==> src/rtl/edge_setup_pkg.sv <==
// Shared constants and FSM state type for the triangle edge-setup stage.
package edge_setup_pkg;

    localparam int unsigned H_LAST     = 799;
    localparam int unsigned V_LAST     = 524;
    localparam int unsigned V_ACTIVE   = 480;
    localparam int unsigned COORD_W    = 20;
    localparam int unsigned MUL_CYCLES = 20;
    localparam int unsigned PROD_W     = 2 * COORD_W;
    localparam int unsigned NUM_PROD   = 6;

    typedef enum logic [1:0] {
        StIdle,
        StLatch,
        StMul,
        StReady
    } state_e;

endpackage

==> src/rtl/seq_mul_s20.sv <==
// Sequential signed 20x20 multiplier: sign-magnitude shift-add, one partial product per cycle.
module seq_mul_s20
    import edge_setup_pkg::*;
(
    input  logic                      clk,
    input  logic                      reset,
    input  logic                      start_i,
    input  logic signed [COORD_W-1:0] a_i,
    input  logic signed [COORD_W-1:0] b_i,
    output logic                      done_o,
    output logic signed [PROD_W-1:0]  p_o
);

    logic [PROD_W-1:0]  mcand_q, mcand_d;
    logic [PROD_W-1:0]  acc_q, acc_d;
    logic [COORD_W-1:0] mplier_q, mplier_d;
    logic [4:0]         cnt_q, cnt_d;
    logic               busy_q, busy_d;
    logic               neg_q, neg_d;
    logic               done_q, done_d;
    logic [COORD_W-1:0] a_mag, b_mag;

    // Magnitude of -2^19 is 2^19, which still fits an unsigned 20-bit value.
    assign a_mag = a_i[COORD_W-1] ? $unsigned(-a_i) : $unsigned(a_i);
    assign b_mag = b_i[COORD_W-1] ? $unsigned(-b_i) : $unsigned(b_i);

    always_comb begin
        mcand_d  = mcand_q;
        acc_d    = acc_q;
        mplier_d = mplier_q;
        cnt_d    = cnt_q;
        busy_d   = busy_q;
        neg_d    = neg_q;
        done_d   = 1'b0;
        if (start_i) begin
            mcand_d  = {{COORD_W{1'b0}}, a_mag};
            mplier_d = b_mag;
            acc_d    = '0;
            cnt_d    = '0;
            busy_d   = 1'b1;
            neg_d    = a_i[COORD_W-1] ^ b_i[COORD_W-1];
        end else if (busy_q) begin
            if (mplier_q[0]) begin
                acc_d = acc_q + mcand_q;
            end
            mcand_d  = mcand_q << 1;
            mplier_d = mplier_q >> 1;
            cnt_d    = cnt_q + 5'd1;
            if (cnt_q == 5'(MUL_CYCLES - 1)) begin
                busy_d = 1'b0;
                done_d = 1'b1;
            end
        end
    end

    always_ff @(posedge clk or posedge reset) begin
        if (reset) begin
            mcand_q  <= '0;
            acc_q    <= '0;
            mplier_q <= '0;
            cnt_q    <= '0;
            busy_q   <= 1'b0;
            neg_q    <= 1'b0;
            done_q   <= 1'b0;
        end else begin
            mcand_q  <= mcand_d;
            acc_q    <= acc_d;
            mplier_q <= mplier_d;
            cnt_q    <= cnt_d;
            busy_q   <= busy_d;
            neg_q    <= neg_d;
            done_q   <= done_d;
        end
    end

    assign done_o = done_q;
    assign p_o    = neg_q ? -$signed(acc_q) : $signed(acc_q);

endmodule

==> src/rtl/edge_setup.sv <==
// Per-frame triangle edge setup: latches vertices, computes line-0 edge values, steps per line.
module edge_setup
    import edge_setup_pkg::*;
(
    input  logic                      clk,
    input  logic                      reset,
    input  logic [9:0]                x,
    input  logic [9:0]                y,
    input  logic signed [COORD_W-1:0] x_screen_v0,
    input  logic signed [COORD_W-1:0] x_screen_v1,
    input  logic signed [COORD_W-1:0] x_screen_v2,
    input  logic signed [COORD_W-1:0] y_screen_v0,
    input  logic signed [COORD_W-1:0] y_screen_v1,
    input  logic signed [COORD_W-1:0] y_screen_v2,
    output logic signed [COORD_W-1:0] y_screen_v0_o,
    output logic signed [COORD_W-1:0] y_screen_v1_o,
    output logic signed [COORD_W-1:0] y_screen_v2_o,
    output logic signed [COORD_W-1:0] e0_init_t1,
    output logic signed [COORD_W-1:0] e1_init_t1,
    output logic signed [COORD_W-1:0] e2_init_t1,
    output logic                      setup_done
);

    localparam logic [9:0] XLast   = 10'(H_LAST);
    localparam logic [9:0] YLast   = 10'(V_LAST);
    localparam logic [9:0] YActive = 10'(V_ACTIVE);

    typedef logic signed [COORD_W-1:0] coord_t;

    state_e                   state_q, state_d;
    coord_t                   xv_q[3], xv_d[3], yv_q[3], yv_d[3];
    coord_t                   a_q[3], a_d[3], b_q[3], b_d[3];
    coord_t                   e_q[3], e_d[3], pend_q[3], pend_d[3];
    logic signed [PROD_W-1:0] acc_q, acc_d, diff, mul_p;
    logic [2:0]               idx_q, idx_d, sel;
    logic [1:0]               k_sel, k_cur;
    logic                     first_q, first_d, done_q, done_d;
    logic                     trigger, line_step, mul_start, mul_done;
    coord_t                   op_a, op_b;

    assign trigger   = (state_q == StIdle || state_q == StReady) && y == YActive && x == 10'd0;
    assign line_step = (state_q == StReady) && x == XLast && (y < YActive || y == YLast);

    // Product order per edge k: y_k*b_k (even index) then x_k*a_k (odd index).
    assign sel   = first_q ? 3'd0 : 3'(idx_q + 3'd1);
    assign k_sel = sel[2:1];
    assign k_cur = idx_q[2:1];
    assign op_a  = sel[0] ? xv_q[k_sel] : yv_q[k_sel];
    assign op_b  = sel[0] ? a_q[k_sel] : b_q[k_sel];
    assign diff  = acc_q - mul_p;

    always_comb begin
        state_d   = state_q;
        xv_d      = xv_q;
        yv_d      = yv_q;
        a_d       = a_q;
        b_d       = b_q;
        e_d       = e_q;
        pend_d    = pend_q;
        acc_d     = acc_q;
        idx_d     = idx_q;
        first_d   = 1'b0;
        done_d    = 1'b0;
        mul_start = 1'b0;
        unique case (state_q)
            StIdle: begin
                if (trigger) state_d = StLatch;
            end
            StLatch: begin
                xv_d    = '{x_screen_v0, x_screen_v1, x_screen_v2};
                yv_d    = '{y_screen_v0, y_screen_v1, y_screen_v2};
                a_d     = '{y_screen_v1 - y_screen_v0, y_screen_v2 - y_screen_v1,
                            y_screen_v0 - y_screen_v2};
                b_d     = '{x_screen_v1 - x_screen_v0, x_screen_v2 - x_screen_v1,
                            x_screen_v0 - x_screen_v2};
                idx_d   = '0;
                first_d = 1'b1;
                state_d = StMul;
            end
            StMul: begin
                mul_start = first_q || (mul_done && idx_q != 3'(NUM_PROD - 1));
                if (mul_done) begin
                    if (!idx_q[0]) begin
                        acc_d = mul_p;
                    end else begin
                        pend_d[k_cur] = diff[COORD_W-1:0];
                    end
                    if (idx_q == 3'(NUM_PROD - 1)) begin
                        e_d     = '{pend_q[0], pend_q[1], diff[COORD_W-1:0]};
                        done_d  = 1'b1;
                        state_d = StReady;
                    end else begin
                        idx_d = idx_q + 3'd1;
                    end
                end
            end
            StReady: begin
                if (trigger) begin
                    state_d = StLatch;
                end else if (line_step) begin
                    for (int k = 0; k < 3; k++) e_d[k] = e_q[k] - b_q[k];
                end
            end
            default: state_d = StIdle;
        endcase
    end

    always_ff @(posedge clk or posedge reset) begin
        if (reset) begin
            state_q <= StIdle;
            for (int k = 0; k < 3; k++) begin
                xv_q[k]   <= '0;
                yv_q[k]   <= '0;
                a_q[k]    <= '0;
                b_q[k]    <= '0;
                e_q[k]    <= '0;
                pend_q[k] <= '0;
            end
            acc_q   <= '0;
            idx_q   <= '0;
            first_q <= 1'b0;
            done_q  <= 1'b0;
        end else begin
            state_q <= state_d;
            xv_q    <= xv_d;
            yv_q    <= yv_d;
            a_q     <= a_d;
            b_q     <= b_d;
            e_q     <= e_d;
            pend_q  <= pend_d;
            acc_q   <= acc_d;
            idx_q   <= idx_d;
            first_q <= first_d;
            done_q  <= done_d;
        end
    end

    seq_mul_s20 u_mul (
        .clk     (clk),
        .reset   (reset),
        .start_i (mul_start),
        .a_i     (op_a),
        .b_i     (op_b),
        .done_o  (mul_done),
        .p_o     (mul_p)
    );

    assign y_screen_v0_o = yv_q[0];
    assign y_screen_v1_o = yv_q[1];
    assign y_screen_v2_o = yv_q[2];
    assign e0_init_t1    = e_q[0];
    assign e1_init_t1    = e_q[1];
    assign e2_init_t1    = e_q[2];
    assign setup_done    = done_q;

endmodule

==> config.mk <==
export PLATFORM = sky130hd
export DESIGN_NAME = edge_setup
export DESIGN_NICKNAME = d
export VERILOG_FILES = /design/src/rtl/edge_setup_pkg.sv /design/src/rtl/seq_mul_s20.sv /design/src/rtl/edge_setup.sv
export SDC_FILE = /design/constraint.sdc
export NUM_CORES = 2
export LEC_CHECK = 0
export BUFFER_PORTS_ARGS = -buffer_cell sky130_fd_sc_hd__buf_2
export CAP_MARGIN = 10
export CORE_MARGIN = 2
export CORE_UTILIZATION = 45
export CTS_CLUSTER_SIZE = 25
export DETAILED_ROUTE_END_ITERATION = 12
export MAX_ROUTING_LAYER = met4
export PLACE_DENSITY = 0.65
export SETUP_SLACK_MARGIN = 0.4
export SLEW_MARGIN = 20
export SYNTH_ARGS = -nofsm -noshare
export SYNTH_HDL_FRONTEND = slang
export SYNTH_HIERARCHICAL = 1
export SYNTH_SLANG_ARGS = --single-unit
==> constraint.sdc <==
create_clock -name clk -period 16.5 [get_ports clk]
set_input_delay 2.475 -clock clk [delete_from_list [all_inputs] [get_ports clk]]
set_output_delay 2.475 -clock clk [all_outputs]
set_load 0.005 [all_outputs]
# Word level (Yosys, flattened, before mapping)
# Cells that the tools add are included.
# Widths: inputs -> output; s select.
# op_classes
n_addsub	16
n_mul	0
n_div	0
order_cmp	4
eq_ne	15
shift	0
n_mux	53
bitwise	4
reduce_logical	22
# ops
cell	n
$mux 20	16
$mux 60	4
$mux 40	5
$sub 20x20->20	10
$bmux 20 s2	4
$pmux 60 s2	1
$bwmux 60	1
$neg 20->20	3
$add 40x40->40	1
$demux 20 s2	1
$eq 10x10->1 const B	2
$reduce_and 3->1	4
$mux 1	11
$eq 10x9->1 const B	1
$logic_not 10->1	1
$lt 10x9->1 const B	1
$mux 5	2
$mux 3	3
$ne 2x2->1 const B	4
$reduce_bool 2->1	4
$ge 3x3->1 const B	2
$logic_and 1x1->1	6
$mux 2	3
$not 2->3	2
other kinds (18)	22
# totals
regBits	495
latch_bits	0
ram_bits	0
romBits	0
inputBits	142
output_inout_bits	121
word_cells	144
memories	0

# Depth between registers and ports, before layout
# depth
depth_word	10
ltp_mapped	18
depth_no_buf	17

# By module
# Netlist, hierarchy kept.
# modules_own_cells
mod	n_inst	cells_per_inst	area_each_um2	seq_area_each_um2
edge_setup	1	2886	25603.3	9183.8
seq_mul_s20	1	975	8241.7	2702.6

# Worst setup path before layout
# No wires, ideal clock.
# synth_path
kind	input to register
start	input y_screen_v0[0]
end	register a_q[14] (netlist name)
setup_ns	0.125
arrival_ns	4.464
required_ns	16.375
setup_slack_ns	11.911
stages	12
path_buffers	0
cell_sequence	inv_1 -> ha_1 -> fa_1 -> nor2b_1 -> o21ai_1 -> a21boi_1 -> o41ai_2 -> a31oi_1 -> a21o_1 -> a21oi_1 -> xnor2_1 -> mux2_2
# synth_between
elab_chain_cells	1
# synth_rtl
item	line	rtl
start: declaration	edge_setup.sv:12	input logic signed [COORD_W-1:0] y_screen_v0,
$sub 20x20->20	edge_setup.sv:73	y_screen_v0 - y_screen_v2};
end signal: indexed assignment	edge_setup.sv:114	a_q[k] <= '0;
end signal: assignment	edge_setup.sv:127	a_q <= a_d;
end: declaration	edge_setup.sv:32	coord_t a_q[3], a_d[3], b_q[3], b_d[3];
# No other way between the ends.
# A chain may end at the register's enable or synchronous reset.

# Worst setup path in the final report
# layout_path
start	register idx_q[0]
end	register u_mul.mcand_q[18]
# layout_between
elab_chain_cells	10
word_cells_on_any_way	18
cone_classes	2 x add/sub; 1 x eq/ne; 11 x mux; 1 x bitwise; 3 x reduce/logical
# layout_rtl
item	line	rtl
start: declaration	edge_setup.sv:35	logic [2:0] idx_q, idx_d, sel;
start signal: assignment	edge_setup.sv:132	idx_q <= idx_d;
$add 3x1->3 (*)	edge_setup.sv:45	assign sel = first_q ? 3'd0 : 3'(idx_q + 3'd1);
$mux 3 (*)	edge_setup.sv:45	
$not 2->3 (implied by the code)	edge_setup.sv:48	assign op_a = sel[0] ? xv_q[k_sel] : yv_q[k_sel];
$bmux 20 s2	edge_setup.sv:48	
$mux 20 (implied by the code) (2 in series)	edge_setup.sv:48	
$mux 20 (*)	edge_setup.sv:48	
named net op_a[7]	edge_setup.sv:39	coord_t op_a, op_b;
$neg 20->20 (*)	seq_mul_s20.sv:24	assign a_mag = a_i[COORD_W-1] ? $unsigned(-a_i) : $unsigned(a_i);
$mux 20 (*)	seq_mul_s20.sv:24	
$mux 40 (*)	seq_mul_s20.sv:35	if (start_i) begin
end signal: assignment	seq_mul_s20.sv:66	mcand_q <= mcand_d;
end: declaration	seq_mul_s20.sv:14	logic [PROD_W-1:0] mcand_q, mcand_d;
# Mark *: on every way through the listed nets, which the timed path passes. The rest lies on a longest branch. The select of a mux whose other input is x is not followed.

==> impl_results.md <==
* Status: completed
* Starting Density at 0.455
* Critical R2R Launch: idx_q[0]
* Crit path capture type: flop
* WS Path Type: flop to flop
* Worst hold-check slack at 480 ps
* Worst path bufs/invs at 2
* Routing usage on met2 at 0.424
* Dpl cell area at 32600 sq um
* Cell row count at 95
* Worst EP required at 16930 ps
* Area grow syn2layout at 12.8%
* Share of layout cells above drive strength 1 at 0.164
* Initial antenna violation count at 8
* FMAX at 0.198 GHz
* Final ANT Viol Nets at 0
* Worst-path maximum fanout at 71
* Met3 usage at 0.0455
* Met1 Use GR at 0.380
* IO Count at 263
* Design area at 34500 sq um
* Clock-pin slew on the worst setup and hold paths at 60 ps
* Worst hold-check path type: flop to flop
* Critical-path cell list: ha_1 > xnor2_2 > buf_4 > buf_4 > o21ai_0 > a21oi_1 > o22ai_1 > or4_1 > nor2_1 > nand4_1 > o41ai_1 > xnor2_1 > nand2_1 > o21ai_0
* Clock sinks at 435
* Post-Syn Area at 30600 sq um
* Gr usage total at 0.278
* First-pass GRT wire length at 147 mm
* Fin. max-slew vios at 0
* CP arrival at 5480 ps
* Slack of the worst reg-to-reg path at 11450 ps
* Ys Warns at 6
* Transition time of the tightest slew-check pin at 1060 ps
* Clk_lat worst skew at 620 ps
* Largest delay share family, worst path: compound AO/OA/AOI/OAI gates
* Total gr overflow at 0
* Largest net degree at the start of global routing at 151
* Hold-critical path depth at 2
* TritonCTS clock tree: done
* Cts repair resizes at 0
* GP Congestion at 0.964
* Reg2Reg Depth at 14
* Leading cell type in the layout, fill and taps excluded: dfrtp_1
* Reg-to-Reg End: u_mul/mcand_q[18]
* Vias per inst at 5.73
* Most frequent cells in the layout: dfrtp_1 (433), nand2_1 (413), o21ai_0 (311)
* Post-DP HPWL at 73.7 mm
* DIE AREA at 70200 sq um
* Drt total wl at 96.6 mm
* Syn Inst Count at 3488
* Mean routed wirelength per cell at 21.1 um
* Hold Buf Count CTS at 0
* Clock Skew at 37.4 ps
* CTS root buf: clkbuf_16
* GR peak layer: met2
* Post-CTS setup buffers at 0
* RSZ-0062 raised after global routing: no
* Flop pwr share at 0.406
* Minimum clock period after layout at 5050 ps
* Syn Nets at 3861
* Initial detailed-routing violation count at 2186
* Placed instance count at 4477
* Final period util at 0.306
* Die Y at 265 um
* Setup TNS Final at 0 ps
* Hold path start: pend_q[54]
* DRT Pass-1 Iters at 8
* Leakage at 16.7 nW
* # setup viols final at 0
* CP max stage cell: buf_4
* Switching power at 0.665 mW
* Residual DRC count at 0
* Fin cells at 4579
* Max Cap Viol at 0
* Final hold vios at 0
* Internal power at 1.97 mW
* CP max stage delay at 660 ps
* Nets at 4031
* Avg Cell Area, Syn at 8.78 sq um
* Critical Path Start Type: flop
* Pwr dens at 76.2 nW/um^2
* Switching share of power at 0.253
* Hold path endpoint: pend_q[54]
* Logic pwr share at 0.109
* Port bufs at 262
* Vias at 26.2k
* Slew HR at 0.291
* CTS H-Tree Depth at 2
* Core area at 67300 sq um
* Longest Clk Path Bufs at 3
* Proportion of power drawn by the clock network at 0.484
* Worst vdd ir at 0.0717 mV
* Clock buffer count from CTS at 52
* Die width at 265 um
* Vias in the first global route at 24.3k
-- layer usage --
layer	wire length [um]	up-vias
li1	-	12700
met1	44100	12500
met2	43000	871
met3	6710	145
met4	2840	0
met5	0	-
-- worst max-delay path by stage --
stage,from,endpoint,cells past startpoint,slack (ps)
6_report,idx_q[0],u_mul/mcand_q[18],14,11450
5_1_grt,idx_q[0],u_mul/mplier_q[18],15,11170
4_1_cts,idx_q[0],u_mul/mcand_q[18],14,11580
3_5_place_dp,y_screen_v0[0],a_q[18],13,11310
3_3_place_gp,y_screen_v0[0],a_q[18],13,11370
2_1_floorplan,reset,a_q[0],1,3840
-- through the flow --
step / total power, mW / setup WS [ps] / util
CTS: 2.65 / 11580 / 0.513
finish: 2.63 / 11450 / 0.513
detailed placement: 1.37 / 11310 / 0.485
global route: 2.72 / 11170 / 0.513
floorplan: 1.28 / 3840 / -
global placement: 1.37 / 11370 / 0.485
-- area by class of cell --
| cell class | count | area, sq um |
|---|---|---|
| Tap cell | 873 | 1090 |
| Inverter | 245 | 927 |
| Clock buffer | 73 | 1490 |
| Antenna cell | 7 | 17.5 |
| Fill cell | 6348 | 32700 |
| Timing Repair Buffer | 285 | 1500 |
| Sequential cell | 435 | 10900 |
| Multi-Input combinational cell | 2639 | 18200 |
| Clock inverter | 22 | 385 |
-- state kept, by name, summed over array words and instances (netlist names), 2 cells and up --
name            count
xv_q               60
e1_init_t1         20
y_screen_v2_o      20
e2_init_t1         20
u_mul/mplier_q     20
u_mul/acc_q        20
acc_q              20
y_screen_v1_o      20
b_q                60
u_mul/cnt_q         5
a_q                60
u_mul/mcand_q      20
state_q             2
pend_q             40
idx_q               3
y_screen_v0_o      20
e0_init_t1         20
-- tightest hold or removal path: stages (launching register included) --
cell and delay [ps]:
dfrtp_1 340, nand2_1 50, nand2_1 50
-- power by group through the flow --
stage               Combinational [mW]  Clock, mW  Sequential, mW
floorplan                        0.193          0            1.09
global placement                 0.282          0            1.09
detailed placement               0.282          0            1.09
CTS                              0.284       1.29            1.07
global route                     0.317       1.33            1.07
finish                           0.287       1.28            1.07
Note: power is estimated with default switching activity, not from simulation.
